`config.mk`:
```
export PLATFORM = sky130hd
export DESIGN_NAME = fifo_wr_arbiter_flat
export DESIGN_NICKNAME = d
export VERILOG_FILES = /design/src/rtl/fifo_arb_pkg.sv /design/src/rtl/fifo_wr_arbiter_if.sv /design/src/rtl/fifo_rr_picker.sv /design/src/rtl/fifo_wr_arbiter.sv /design/src/flat_wrapper.sv
export SDC_FILE = /design/constraint.sdc
export NUM_CORES = 1
export LEC_CHECK = 0
export ABC_AREA = 1
export CAP_MARGIN = 20
export CORE_UTILIZATION = 30
export CTS_CLUSTER_SIZE = 10
export DETAILED_ROUTE_END_ITERATION = 8
export SLEW_MARGIN = 25
export SYNTH_ARGS = -nofsm -noshare
export SYNTH_HDL_FRONTEND = slang
export SYNTH_SLANG_ARGS = --single-unit
```
`constraint.sdc`:
```
create_clock -name clk -period 7 [get_ports clk]
set_clock_uncertainty 0.2 [all_clocks]
set_input_delay 1.4 -clock clk [delete_from_list [all_inputs] [get_ports clk]]
set_output_delay 1.4 -clock clk [all_outputs]
set_load 0.005 [all_outputs]
```
`src/rtl/fifo_arb_pkg.sv`:
```
// Shared types and defaults for the FIFO write-port arbiter slice.
package fifo_arb_pkg;

    typedef enum logic {ARB_IDLE, ARB_BURST} arb_state_e;

    localparam int FIFO_DATA_W = 8;
    localparam int FIFO_DEPTH  = 16;

endpackage

```
`src/rtl/fifo_wr_arbiter_if.sv`:
```
// Producer-side request bundle and FIFO write pins shared by the arbiter.
interface fifo_wr_arbiter_if
    import fifo_arb_pkg::*;
#(
    parameter int NUM_REQ = 4,
    parameter int DATA_W  = FIFO_DATA_W
);

    logic [NUM_REQ-1:0]        req;
    logic [NUM_REQ*DATA_W-1:0] req_data;
    logic [NUM_REQ-1:0]        gnt;
    logic                      full;
    logic                      wr_en;
    logic [DATA_W-1:0]         data_in;

    modport master (
        output req,
        output req_data,
        output full,
        input  gnt,
        input  wr_en,
        input  data_in
    );

    modport slave (
        input  req,
        input  req_data,
        input  full,
        output gnt,
        output wr_en,
        output data_in
    );

endinterface

```
`src/rtl/fifo_rr_picker.sv`:
```
// Rotating priority encoder: first asserted request at or above rr_ptr, with wrap.
module fifo_rr_picker
    import fifo_arb_pkg::*;
#(
    parameter int NUM_REQ = 4,
    localparam int IDX_W  = $clog2(NUM_REQ)
) (
    input  logic [NUM_REQ-1:0] req,
    input  logic [IDX_W-1:0]   rr_ptr,
    output logic               valid,
    output logic [IDX_W-1:0]   idx
);

    // Scan from farthest to nearest so the nearest candidate is written last.
    always_comb begin
        int cand;
        valid = 1'b0;
        idx   = '0;
        cand  = 0;
        for (int k = NUM_REQ - 1; k >= 0; k--) begin
            cand = int'(rr_ptr) + k;
            if (cand >= NUM_REQ) begin
                cand = cand - NUM_REQ;
            end else begin
                cand = cand;
            end
            if (req[IDX_W'(cand)]) begin
                valid = 1'b1;
                idx   = IDX_W'(cand);
            end else begin
                valid = valid;
            end
        end
    end

endmodule

```
`src/rtl/fifo_wr_arbiter.sv`:
```
// Round-robin burst arbiter sharing one FIFO write port; grant and write are same-cycle.
module fifo_wr_arbiter
    import fifo_arb_pkg::*;
#(
    parameter int NUM_REQ   = 4,
    parameter int DATA_W    = FIFO_DATA_W,
    parameter int BURST_LEN = 4
) (
    input  logic                       clk,
    input  logic                       rst,
    fifo_wr_arbiter_if.slave           bus,
    output logic                       busy,
    output logic [$clog2(NUM_REQ)-1:0] owner
);

    localparam int IDX_W = $clog2(NUM_REQ);
    localparam int CNT_W = $clog2(BURST_LEN + 1);

    arb_state_e       state_r, state_s;
    logic [IDX_W-1:0] rr_ptr_r, rr_ptr_s;
    logic [IDX_W-1:0] owner_r, owner_s;
    logic [CNT_W-1:0] cnt_r, cnt_s;
    logic [IDX_W-1:0] gnt_idx_s, pick_idx_s;
    logic             gnt_vld_s, pick_vld_s;

    function automatic logic [IDX_W-1:0] next_idx(input logic [IDX_W-1:0] idx);
        if (idx == IDX_W'(NUM_REQ - 1)) begin
            return '0;
        end else begin
            return idx + IDX_W'(1);
        end
    endfunction

    fifo_rr_picker #(
        .NUM_REQ (NUM_REQ)
    ) u_picker (
        .req    (bus.req),
        .rr_ptr (rr_ptr_r),
        .valid  (pick_vld_s),
        .idx    (pick_idx_s)
    );

    // Arbitration state registers; reset aborts any burst in flight.
    always_ff @(posedge clk or negedge rst) begin
        if (!rst) begin
            state_r  <= ARB_IDLE;
            rr_ptr_r <= '0;
            owner_r  <= '0;
            cnt_r    <= '0;
        end else begin
            state_r  <= state_s;
            rr_ptr_r <= rr_ptr_s;
            owner_r  <= owner_s;
            cnt_r    <= cnt_s;
        end
    end

    // Next-state and grant decision; full blocks every grant.
    always_comb begin
        state_s   = state_r;
        rr_ptr_s  = rr_ptr_r;
        owner_s   = owner_r;
        cnt_s     = cnt_r;
        gnt_vld_s = 1'b0;
        gnt_idx_s = '0;
        case (state_r)
            ARB_IDLE: begin
                if (!bus.full && pick_vld_s) begin
                    gnt_vld_s = 1'b1;
                    gnt_idx_s = pick_idx_s;
                    if (BURST_LEN == 1) begin
                        rr_ptr_s = next_idx(pick_idx_s);
                    end else begin
                        state_s = ARB_BURST;
                        owner_s = pick_idx_s;
                        cnt_s   = CNT_W'(1);
                    end
                end else begin
                    state_s = ARB_IDLE;
                end
            end
            ARB_BURST: begin
                if (bus.req[owner_r]) begin
                    if (!bus.full) begin
                        gnt_vld_s = 1'b1;
                        gnt_idx_s = owner_r;
                        cnt_s     = cnt_r + CNT_W'(1);
                        if (cnt_s == CNT_W'(BURST_LEN)) begin
                            state_s  = ARB_IDLE;
                            rr_ptr_s = next_idx(owner_r);
                            owner_s  = '0;
                            cnt_s    = '0;
                        end else begin
                            state_s = ARB_BURST;
                        end
                    end else begin
                        state_s = ARB_BURST;
                    end
                end else begin
                    // Owner released: one bubble cycle, then rotate past it.
                    state_s  = ARB_IDLE;
                    rr_ptr_s = next_idx(owner_r);
                    owner_s  = '0;
                    cnt_s    = '0;
                end
            end
            default: begin
                state_s  = ARB_IDLE;
                rr_ptr_s = '0;
                owner_s  = '0;
                cnt_s    = '0;
            end
        endcase
    end

    // FIFO write pins and grant vector, forced quiet while reset is held.
    always_comb begin
        bus.gnt     = '0;
        bus.wr_en   = 1'b0;
        bus.data_in = '0;
        if (rst && gnt_vld_s) begin
            bus.gnt   = {{(NUM_REQ - 1){1'b0}}, 1'b1} << gnt_idx_s;
            bus.wr_en = 1'b1;
            for (int i = 0; i < NUM_REQ; i++) begin
                if (gnt_idx_s == IDX_W'(i)) begin
                    bus.data_in = bus.req_data[i*DATA_W +: DATA_W];
                end else begin
                    bus.data_in = bus.data_in;
                end
            end
        end else begin
            bus.wr_en = 1'b0;
        end
    end

    assign busy  = (state_r == ARB_BURST);
    assign owner = owner_r;

endmodule
```
`src/flat_wrapper.sv`:
```
// flat-port wrapper written by rule: the top's interface ports become plain ports
module fifo_wr_arbiter_flat import fifo_arb_pkg::*;
#(
    parameter int NUM_REQ   = 4,
    parameter int DATA_W    = FIFO_DATA_W,
    parameter int BURST_LEN = 4
)
  (clk, rst, busy, owner, bus_req, bus_req_data, bus_full, bus_gnt, bus_wr_en, bus_data_in);
  fifo_wr_arbiter_if #(.NUM_REQ(NUM_REQ), .DATA_W(DATA_W)) bus_i ();
  input  logic clk;
  input  logic rst;
  output logic busy;
  output logic [$clog2(NUM_REQ)-1:0] owner;
  input wire logic [$bits(bus_i.req)-1:0] bus_req;
  input wire logic [$bits(bus_i.req_data)-1:0] bus_req_data;
  input wire logic [$bits(bus_i.full)-1:0] bus_full;
  output wire logic [$bits(bus_i.gnt)-1:0] bus_gnt;
  output wire logic [$bits(bus_i.wr_en)-1:0] bus_wr_en;
  output wire logic [$bits(bus_i.data_in)-1:0] bus_data_in;
  assign bus_i.req = bus_req;
  assign bus_i.req_data = bus_req_data;
  assign bus_i.full = bus_full;
  assign bus_gnt = bus_i.gnt;
  assign bus_wr_en = bus_i.wr_en;
  assign bus_data_in = bus_i.data_in;
  fifo_wr_arbiter #(.NUM_REQ(NUM_REQ), .DATA_W(DATA_W), .BURST_LEN(BURST_LEN)) u_core (.clk(clk), .rst(rst), .bus(bus_i), .busy(busy), .owner(owner));
endmodule
```
Word level (Yosys, flattened, before mapping)
Cells that the tools add are included.
Storage, ports and cells
  bits in registers: 8
  input port bits: 39
  output and inout port bits: 16
  logic and storage cells: 100
Cells by class
  bitwise operators: 1
  add/sub/neg operators: 9
  shift-type cells: 1
  reduce and logical (&&, ||, !) cells: 7
  muxes and demuxes: 59
  eq/ne operators: 10
  magnitude comparators: 9
Operator list (count)
  two-way mux 8 bit: 5
  two-way mux 2 bit: 19
  two-way mux 1 bit: 20
  less-than comparator 2 x 4 -> 1 bit (second input constant): 4
  two-way mux 3 bit: 4
  binary-select mux 1 bit (select 2 bit): 5
  >= comparator 3 bit (second input constant): 3
  case mux 2 bit (2 select lines): 2
  subtractor 2 x 1 -> 2 bit (second input constant): 4
  adder 2 x 2 -> 3 bit (second input constant): 2
  equality test 2 bit (second input constant): 3
  != test 3 bit (second input constant): 2
  case mux 3 bit (2 select lines): 1
  AND reduction 3 bit: 2
  two-way mux 4 bit: 1
  != test 2 bit (second input constant): 2
  case mux 1 bit (2 select lines): 2
  << shifter 1 x 2 -> 4 bit (first input constant): 1
  adder 2 x 1 -> 3 bit (second input constant): 1
  adder 3 x 1 -> 3 bit (second input constant): 1
  equality test 3 bit (second input constant): 1
  >= comparator 2 x 3 -> 1 bit (second input constant): 1
  less-than comparator 2 x 3 -> 1 bit (second input constant): 1
  adder 2 x 1 -> 2 bit (second input constant): 1
  other kinds (7): 8

Depth between registers and ports, before layout
Gate-level depths: netlist of run 1.
  word-level depth: 19
  depth in mapped cells: 18
  depth with buffers taken out: 17

Hierarchy
A second synthesis of run 1 with hierarchy kept.
Second synthesis, totals
  cells, all modules: 199
  area, all modules: 1173.6 µm²
Modules (own cells, without submodules)
  fifo_wr_arbiter: cells an instance 155, area an instance 958.4 µm², sequential area each 200.2 µm², instances 1
  fifo_rr_picker: cells an instance 44, area an instance 215.2 µm², sequential area each 0.0 µm², instances 1

Least setup slack after synthesis of run 1
Ideal clock, no wire load.
  path kind: in2out
  start point: input port bus_req[0]
  end point: output port bus_data_in[0]
  slack: 2.863 ns
  stages on the path: 14
  path buffers: 0
  data required time: 5.400 ns
  arrival: 2.537 ns
  cell sequence: inv_1 nand2_2 nand3_1 nand2_1 nor2_2 nand2_2 nand3_4 inv_4 o21ai_4 inv_4 nand2_4 nor2_1 nand2_1 nand2_1
Between the ends
  cells in the longest elaborated chain, start to end: 16
  elaborated cells on any way between the ends: 39
  classes of those cells: eq/ne (3); mux (33); reduce/logical (3)
RTL lines
  start: declaration: RTL line flat_wrapper.sv:14  | input wire logic [$bits(bus_i.req)-1:0] bus_req;
  binary-select mux 1 bit (select 2 bit): RTL line fifo_rr_picker.sv:27  | if (req[IDX_W'(cand)]) begin
  two-way mux 1 bit (not written as such) (2 in series): RTL line fifo_rr_picker.sv:27
  two-way mux 1 bit (4 in series): RTL line fifo_rr_picker.sv:27
  logical AND 1 bit: RTL line fifo_wr_arbiter.sv:68  | if (!bus.full && pick_vld_s) begin
  two-way mux 2 bit: RTL line fifo_wr_arbiter.sv:68
  case mux 2 bit (2 select lines): RTL line fifo_wr_arbiter.sv:66  | case (state_r)
  logical NOT 2 bit: RTL line fifo_wr_arbiter.sv:125  | if (gnt_idx_s == IDX_W'(i)) begin
  two-way mux 8 bit (4 in series): RTL line fifo_wr_arbiter.sv:125
  two-way mux 8 bit *: RTL line fifo_wr_arbiter.sv:121  | if (rst && gnt_vld_s) begin
  end: declaration: RTL line flat_wrapper.sv:19  | output wire logic [$bits(bus_i.data_in)-1:0] bus_data_in;
Mark *: on every way between the ends. The rest lies on a longest branch, timed or not. The select of a mux whose other input is x is not followed.

Worst setup path after layout of run 1
  start point: input port bus_req[1]
  end point: output port bus_data_in[3]
The elaborated chain is that of the path after synthesis.

==> impl_results.md, run 1 <==
- Core Util, Final: 47.99%
- Final setup viols: 0
- DRC violation count after routing: 0
- Largest net degree at the start of global routing: 16
- Die H: 65.28 µm
- Leak Pwr: 0.0009416 µW
- DP HPWL: 2723 µm
- Share of cells above drive strength 1: 13.33%
- Final hold slack: 0.3387 ns
- # rows: 22
- Dpl ws: 1.532 ns
- Critical Path Sink Type: output pin
- Min-delay worst type: flip-flop to flip-flop
- Final period util: 77.77%
- Peak Freq: 183.7 MHz
- RSZ-0062 raised after global routing: no
- Max_cap viols: 0
- H-tree depth: 1
- GR Util All Layers: 16.65%
- Seq pwr share: 17.1%
- CTS clk-pin slew, worst paths: 0.04 ns
- Endpoints failing hold: 0
- Avg Cell Area, Syn: 5.917 µm²
- Status: finished, final reports clean
- Initial DRC Count: 60
- Setup bufs post-CTS: 0
- Worst slew margin relative to its limit: 70.40%
- Num CTS Buffers: 3
- Number of distinct library cells after synthesis: 29
- Worst VDD drop: 0.0001814 V
- Worst r2r dst: u_core.owner[1]$_DFFE_PN0P_
- Slew @ Worst Pin: 0.4426 ns
- Critical path depth: 16
- Tmin final: 5.444 ns
- WL per Instance: 11.11 µm
- Area growth syn-to-layout: 49.58%
- Via density: 4.505
- Yosys top cell by area: nand2_1
- Critical Path Source Type: input port
- Final WL: 3366 µm
- Post-synthesis sequential area ratio: 16.67%
- # hold bufs at CTS: 0
- CP Max Fanout: 13
- Post-Syn Area: 1201 µm²
- Antenna cells: 0
- CP delay by family, top: buffers and inverters
- Clk_lat worst skew: 0.23 ns
- Post-synth net total: 245
- Nets: 299
- Top-level I/O count: 55
- Gpl congestion: 0.7755
- Vias: 1,365
- Die area: 4261 µm²
- Bufs and invs on worst path: 4
- Number of global-route vias before repair: 1,184
- CP arrival: 3.84 ns
- R2R cell count: 10
- Worst R2R Start: u_core.owner[0]$_DFFE_PN0P_
- CP required: 5.40 ns
- Yosys warns: 0
- Remaining Overflow, GRT: 0
- Clock Power Share: 10.0%
- Yosys reg bits: 8
- Pins over their slew limit: 0
- CORE AREA: 3744 µm²
- Post-route ant nets: 0
- Power per standard cell area: 306.2 nW/µm²
- Cts repair resizes: 0
- First-pass GRT wire length: 5582 µm
- Sink Count: 8
- TritonCTS clock tree: built
- Number of buffers added on ports: 54
- Top cells by area, synth: nand2_1 19%, dfrtp_1 17%, nand3_1 10%, inv_1 9.1%, nand2_2 5.7%
- Critical path's slowest cell: clkdlybuf4s50_1
- Clock tree buffer depth: 2
- Cells after synthesis: 203
- Initial Util: 32.09%
- Sum of negative setup slack: 0 ns
- Drt first pass iters: 4
- CP startpoint: bus_req[1]
- Setup Crit Path Kind: input port to output pin
- Final Worst Setup Slack: 1.556 ns
- Worst Setup EP: bus_data_in[3]
- Chip width: 65.28 µm
- CTS root buf: clkbuf_8
- CP max stage delay: 0.52 ns
- CP cell instances: clkdlybuf4s50_1, inv_1, nand2_1, nand3_1, nand2_1, nor2_2, nand2_2, nand3_4, inv_4, nand2_2, nand2_2, nand2_4, nor2_8, nand2_1, o21ai_1, clkdlybuf4s50_1
- Combinational share of power: 72.8%
- Sw Ratio: 51.82%
- FILL cells: 402
- Antenna violations before repair: 0
- Int Power: 265.1 µW
- FF-to-FF setup slack: 5.05 ns
- Switching power: 285.2 µW
- Top-area cell type share of the netlist area: 19.06%
-- cells by family (layout without fill, tap and decap cells) --
group                    after synthesis  after routing  synth area share, %
adder cells (fa/ha/maj)                3              3                3.125
AO/OA/AOI/OAI                         23             23                11.25
AND/OR/NAND/NOR                      129            129                53.33
buffers and inverters                 40             92                15.62
flip-flops                             8              8                16.67
-- layout make-up --
type	count	area [µm²]	share of cell area [%]
multi-input combinational	155	813.3	45.26
timing repair buffer	54	540.5	30.08
sequential	8	200.2	11.14
inverter	35	141.4	7.869
tap	48	60.06	3.343
clock buffer	3	41.29	2.298
-- sequential cells by signal, summed over array words and instances, names as in the netlist --
name             count
u_core.cnt_r         3
u_core.busy          1
u_core.rr_ptr_r      2
u_core.owner         2
-- power groups by stage --
stage | clock network [µW] | logic (µW) | registers [µW]
finish | 55.2 | 401 | 94.2
global route | 60.4 | 459 | 97.4
detailed placement | 0 | 404 | 94.1
CTS | 58.1 | 407 | 93.5
global placement | 0 | 404 | 94.7
floorplan | 0 | 311 | 81.3
-- worst register-to-register path, delay by kind of cell, from the launching register on --
family | cells | cell delay [ns]
AO/OA/AOI/OAI | 3 | 0.24
buffers and inverters | 3 | 0.35
flip-flops | 1 | 0.45
AND/OR/NAND/NOR | 4 | 0.57
-- Yosys cell counts (all sizes together) --
cell	n
dfrtp	8
nor3	5
o31ai	1
nor2	21
o41ai	1
or2	1
a211oi	1
nand2	75
ha	3
o21ai	16
buf	5
nand3b	2
inv	35
a21oi	4
nand3	25
-- layer usage --
metal / routed length, µm / up-vias / GRT usage (%)
met5: 0 / - / 0
met4: 46 / 0 / 5.707
met3: 158 / 5 / 1.215
met2: 1564 / 36 / 25.13
met1: 1597 / 578 / 24.55
li1: - / 746 / -
-- layout by cell type (no fill, tap or decap), types with 4 or more instances in the layout --
master           count
nand2_1             61
clkdlybuf4s50_1     54
inv_1               29
nand3_1             24
nor2_1              14
nand2_2             11
o21ai_1             10
dfrtp_1              8
o21ai_0              5
a21oi_1              4
nor2_2               4
nor3_1               4
-- stage by stage --
stage,power [µW],instances,area (µm²)
finish,550.2,303,1797
global route,617.0,303,1797
CTS,558.4,303,1797
detailed placement,498.0,300,1755
global placement,498.7,300,1755
floorplan,391.9,203,1201
-- worst min path at each step --
stage	startpoint	endpoint	slack, ns	depth (start not counted)
floorplan	u_core.cnt_r[2]$_DFFE_PN0P_	u_core.cnt_r[2]$_DFFE_PN0P_	0.29	2
global placement	u_core.cnt_r[2]$_DFFE_PN0P_	u_core.cnt_r[2]$_DFFE_PN0P_	0.33	2
detailed placement	u_core.cnt_r[2]$_DFFE_PN0P_	u_core.cnt_r[2]$_DFFE_PN0P_	0.33	2
CTS	u_core.cnt_r[2]$_DFFE_PN0P_	u_core.cnt_r[2]$_DFFE_PN0P_	0.34	2
global route	u_core.cnt_r[0]$_DFFE_PN0P_	u_core.cnt_r[0]$_DFFE_PN0P_	0.35	1
finish	u_core.cnt_r[2]$_DFFE_PN0P_	u_core.cnt_r[2]$_DFFE_PN0P_	0.34	2
(Power assumes the default switching activity.)
==> run 2: changes to the inputs <==
Clock period 7 ns to 4.7 ns, I/O delays scaled along.
==> run 2 against run 1 <==
Net effect:
- cell count is 0.66% higher
- critical path depth stayed put
- die area stayed put
- setup slack worse by 1.3 ns
- register-to-register slack worse by 2.3 ns
- combinational power is 55% higher
- flip-flop and latch count stayed put
- total power is 53% higher
- clock-buffer cell count stayed put
- critical path type unchanged
==> impl_results.md, run 2 (synthesized netlist as in run 1, its figures left out) <==
- Status: finished, final reports clean
- Tmin final: 4.433 ns
- CP Max Fanout: 15 (+2)
- CTS clk-pin slew, worst paths: 0.04 ns (about the same)
- Drt first pass iters: 4 (unchanged)
- Leading cell type in the layout, fill and taps excluded: nand2_1
- CORE AREA: 3744 µm² (unchanged)
- Sw Ratio: 51.93% (+0.11 points)
- Critical Path Sink Type: output pin
- CP startpoint: bus_req[1]
- Int Power: 405.2 µW (+53%)
- FILL cells: 404 (+0.50%)
- Via density: 4.528 (+0.51%)
- Antenna violations before repair: 0 (unchanged)
- # rows: 22 (unchanged)
- Worst VDD drop: 0.0002692 V (+48%)
- WL per Instance: 11.34 µm (+2.1%)
- Antenna cells: 0 (unchanged)
- Tot Pwr: 842.9 µW (+53%)
- Leak Pwr: 0.0009548 µW (+1.4%)
- Max_cap viols: 0 (unchanged)
- Nets: 301 (+0.67%)
- RSZ-0062 raised after global routing: no
- Number of buffers added on ports: 54 (unchanged)
- Final period util: 94.32%
- Setup Crit Path Kind: input port to output pin
- TritonCTS clock tree: built
- Endpoints failing hold: 0 (unchanged)
- Inst Count DP: 302 (+0.67%)
- Power per standard cell area: 459.6 nW/µm² (+50%)
- Clock tree buffer depth: 2 (unchanged)
- Min-delay worst type: flip-flop to flip-flop
- Top-level I/O count: 55 (unchanged)
- CP required: 3.56 ns (-1.84 ns)
- Share of cells above drive strength 1: 14.01% (+0.67 points)
- Worst r2r dst: u_core.owner[1]$_DFFE_PN0P_
- Finished Layout Cells: 305 (+0.66%)
- Num CTS Buffers: 3 (unchanged)
- Gpl congestion: 0.8185 (+5.5%)
- Initial Util: 32.09% (unchanged)
- DRC violation count after routing: 0 (unchanged)
- CP arrival: 3.29 ns (-0.55 ns)
- Most frequent cells in the layout: 61 x nand2_1, 54 x clkdlybuf4s50_1, 29 x inv_1
- DP HPWL: 2823 µm (+3.7%)
- Worst Setup EP: bus_data_in[2]
- GR Util All Layers: 16.80% (+0.15 points)
- Area growth syn-to-layout: 52.71%
- R2R cell count: 10 (unchanged)
- Final setup viols: 0 (unchanged)
- Switching power: 437.8 µW (+54%)
- Pins over their slew limit: 0 (unchanged)
- Core Util, Final: 49.00% (+1.0 points)
- # hold bufs at CTS: 0 (unchanged)
- Final hold slack: 0.3386 ns (-0.00005100 ns)
- Post-route ant nets: 0 (unchanged)
- Final WL: 3460 µm (+2.8%)
- Sink Count: 8 (unchanged)
- Slew @ Worst Pin: 0.3835 ns (-0.05917 ns)
- Critical Path Source Type: input port
- Top reg by flops: u_core.cnt_r
- Chip width: 65.28 µm (unchanged)
- Clock Power Share: 9.7% (-0.3 points)
- Worst slew margin relative to its limit: 74.43% (+4.0 points)
- Peak Freq: 225.6 MHz
- Initial DRC Count: 48 (-20%)
- Number of global-route vias before repair: 1,249 (+5.5%)
- Seq pwr share: 16.6% (-0.5 points)
- H-tree depth: 1 (unchanged)
- Die area: 4261 µm² (unchanged)
- First-pass GRT wire length: 5637 µm (+0.99%)
- Max reg flops: 3 (unchanged)
- Die H: 65.28 µm (unchanged)
- CTS root buf: clkbuf_8
- Remaining Overflow, GRT: 0 (unchanged)
- Largest net degree at the start of global routing: 16 (unchanged)
- Combinational share of power: 73.7% (+0.9 points)
- Clk_lat worst skew: 0.23 ns (about the same)
- Worst R2R Start: u_core.owner[0]$_DFFE_PN0P_
- Vias: 1,381 (+1.2%)
- FF-to-FF setup slack: 2.73 ns (-2.32 ns)
- Sum of negative setup slack: 0 ns (unchanged)
==> run 2: cell types whose count changed in the layout (fill, tap and decap cells not counted), sizes merged <==
| cell | change |
|---|---|
| buf | +2 |
==> run 2: critical path: stages <==
cell             delay (ns)
clkdlybuf4s50_1        0.53
inv_1                  0.05
nand2_1                0.07
nand3_1                0.13
nand2_1                0.13
nor2_2                 0.04
nand2_2                0.10
nand3_4                0.10
inv_4                  0.11
nand2_2                0.10
nand2_8                0.12
nand2_4                0.10
nor2_8                 0.13
nand2_1                0.06
o21ai_1                0.06
clkdlybuf4s50_1        0.51
==> run 2: area by class of cell <==
cell class | count | area (µm²) | area share (%)
repair buffers | 56 | 555.5 | 30.29
clock buffers | 3 | 41.29 | 2.251
well taps | 48 | 60.06 | 3.274
inverters | 35 | 141.4 | 7.708
flip-flops and latches | 8 | 200.2 | 10.91
multi-input cells | 155 | 835.8 | 45.57
==> run 2: per-stage QoR <==
step                cell area (µm²)  worst slack [ns]
detailed placement             1770            0.1679
global route                   1834          0.005509
CTS                            1812            0.1615
floorplan                      1201             1.483
global placement               1770            0.1843
finish                         1834            0.2671
==> run 2: worst min-delay path by stage <==
| stage | startpoint | to | slack (ns) | depth (start not counted) |
|---|---|---|---|---|
| floorplan | u_core.cnt_r[2]$_DFFE_PN0P_ | u_core.cnt_r[2]$_DFFE_PN0P_ | 0.29 | 2 |
| global placement | u_core.cnt_r[2]$_DFFE_PN0P_ | u_core.cnt_r[2]$_DFFE_PN0P_ | 0.33 | 2 |
| detailed placement | u_core.cnt_r[1]$_DFFE_PN0P_ | u_core.cnt_r[1]$_DFFE_PN0P_ | 0.34 | 2 |
| CTS | u_core.cnt_r[1]$_DFFE_PN0P_ | u_core.cnt_r[1]$_DFFE_PN0P_ | 0.35 | 2 |
| global route | u_core.cnt_r[1]$_DFFE_PN0P_ | u_core.cnt_r[1]$_DFFE_PN0P_ | 0.37 | 2 |
| finish | u_core.cnt_r[2]$_DFFE_PN0P_ | u_core.cnt_r[2]$_DFFE_PN0P_ | 0.34 | 2 |
==> run 2: routing by layer <==
layer / share of wire (%) / track usage (%) / vias up
met5: 0 / 0 / -
met4: 1.3 / 5.163 / 0
met3: 3.6 / 1.389 / 5
met2: 49 / 27.96 / 28
met1: 46 / 22.79 / 604
li1: - / - / 744
==> run 2: what timing repair did <==
item                                   4_1_cts  5_1_grt
gates resized for setup                      0        3
endpoints found under the hold margin        0        0
setup buffers                                0        0
setup endpoints to repair                    0        6
==> run 2: power by group through the flow <==
stage	clock, µW	sequential, µW	combinational (µW)
6_report	81.7	140	622
5_1_grt	86.4	144	713
4_1_cts	85.2	139	617
3_5_place_dp	0	140	614
3_3_place_gp	0	141	613
2_1_floorplan	0	121	463
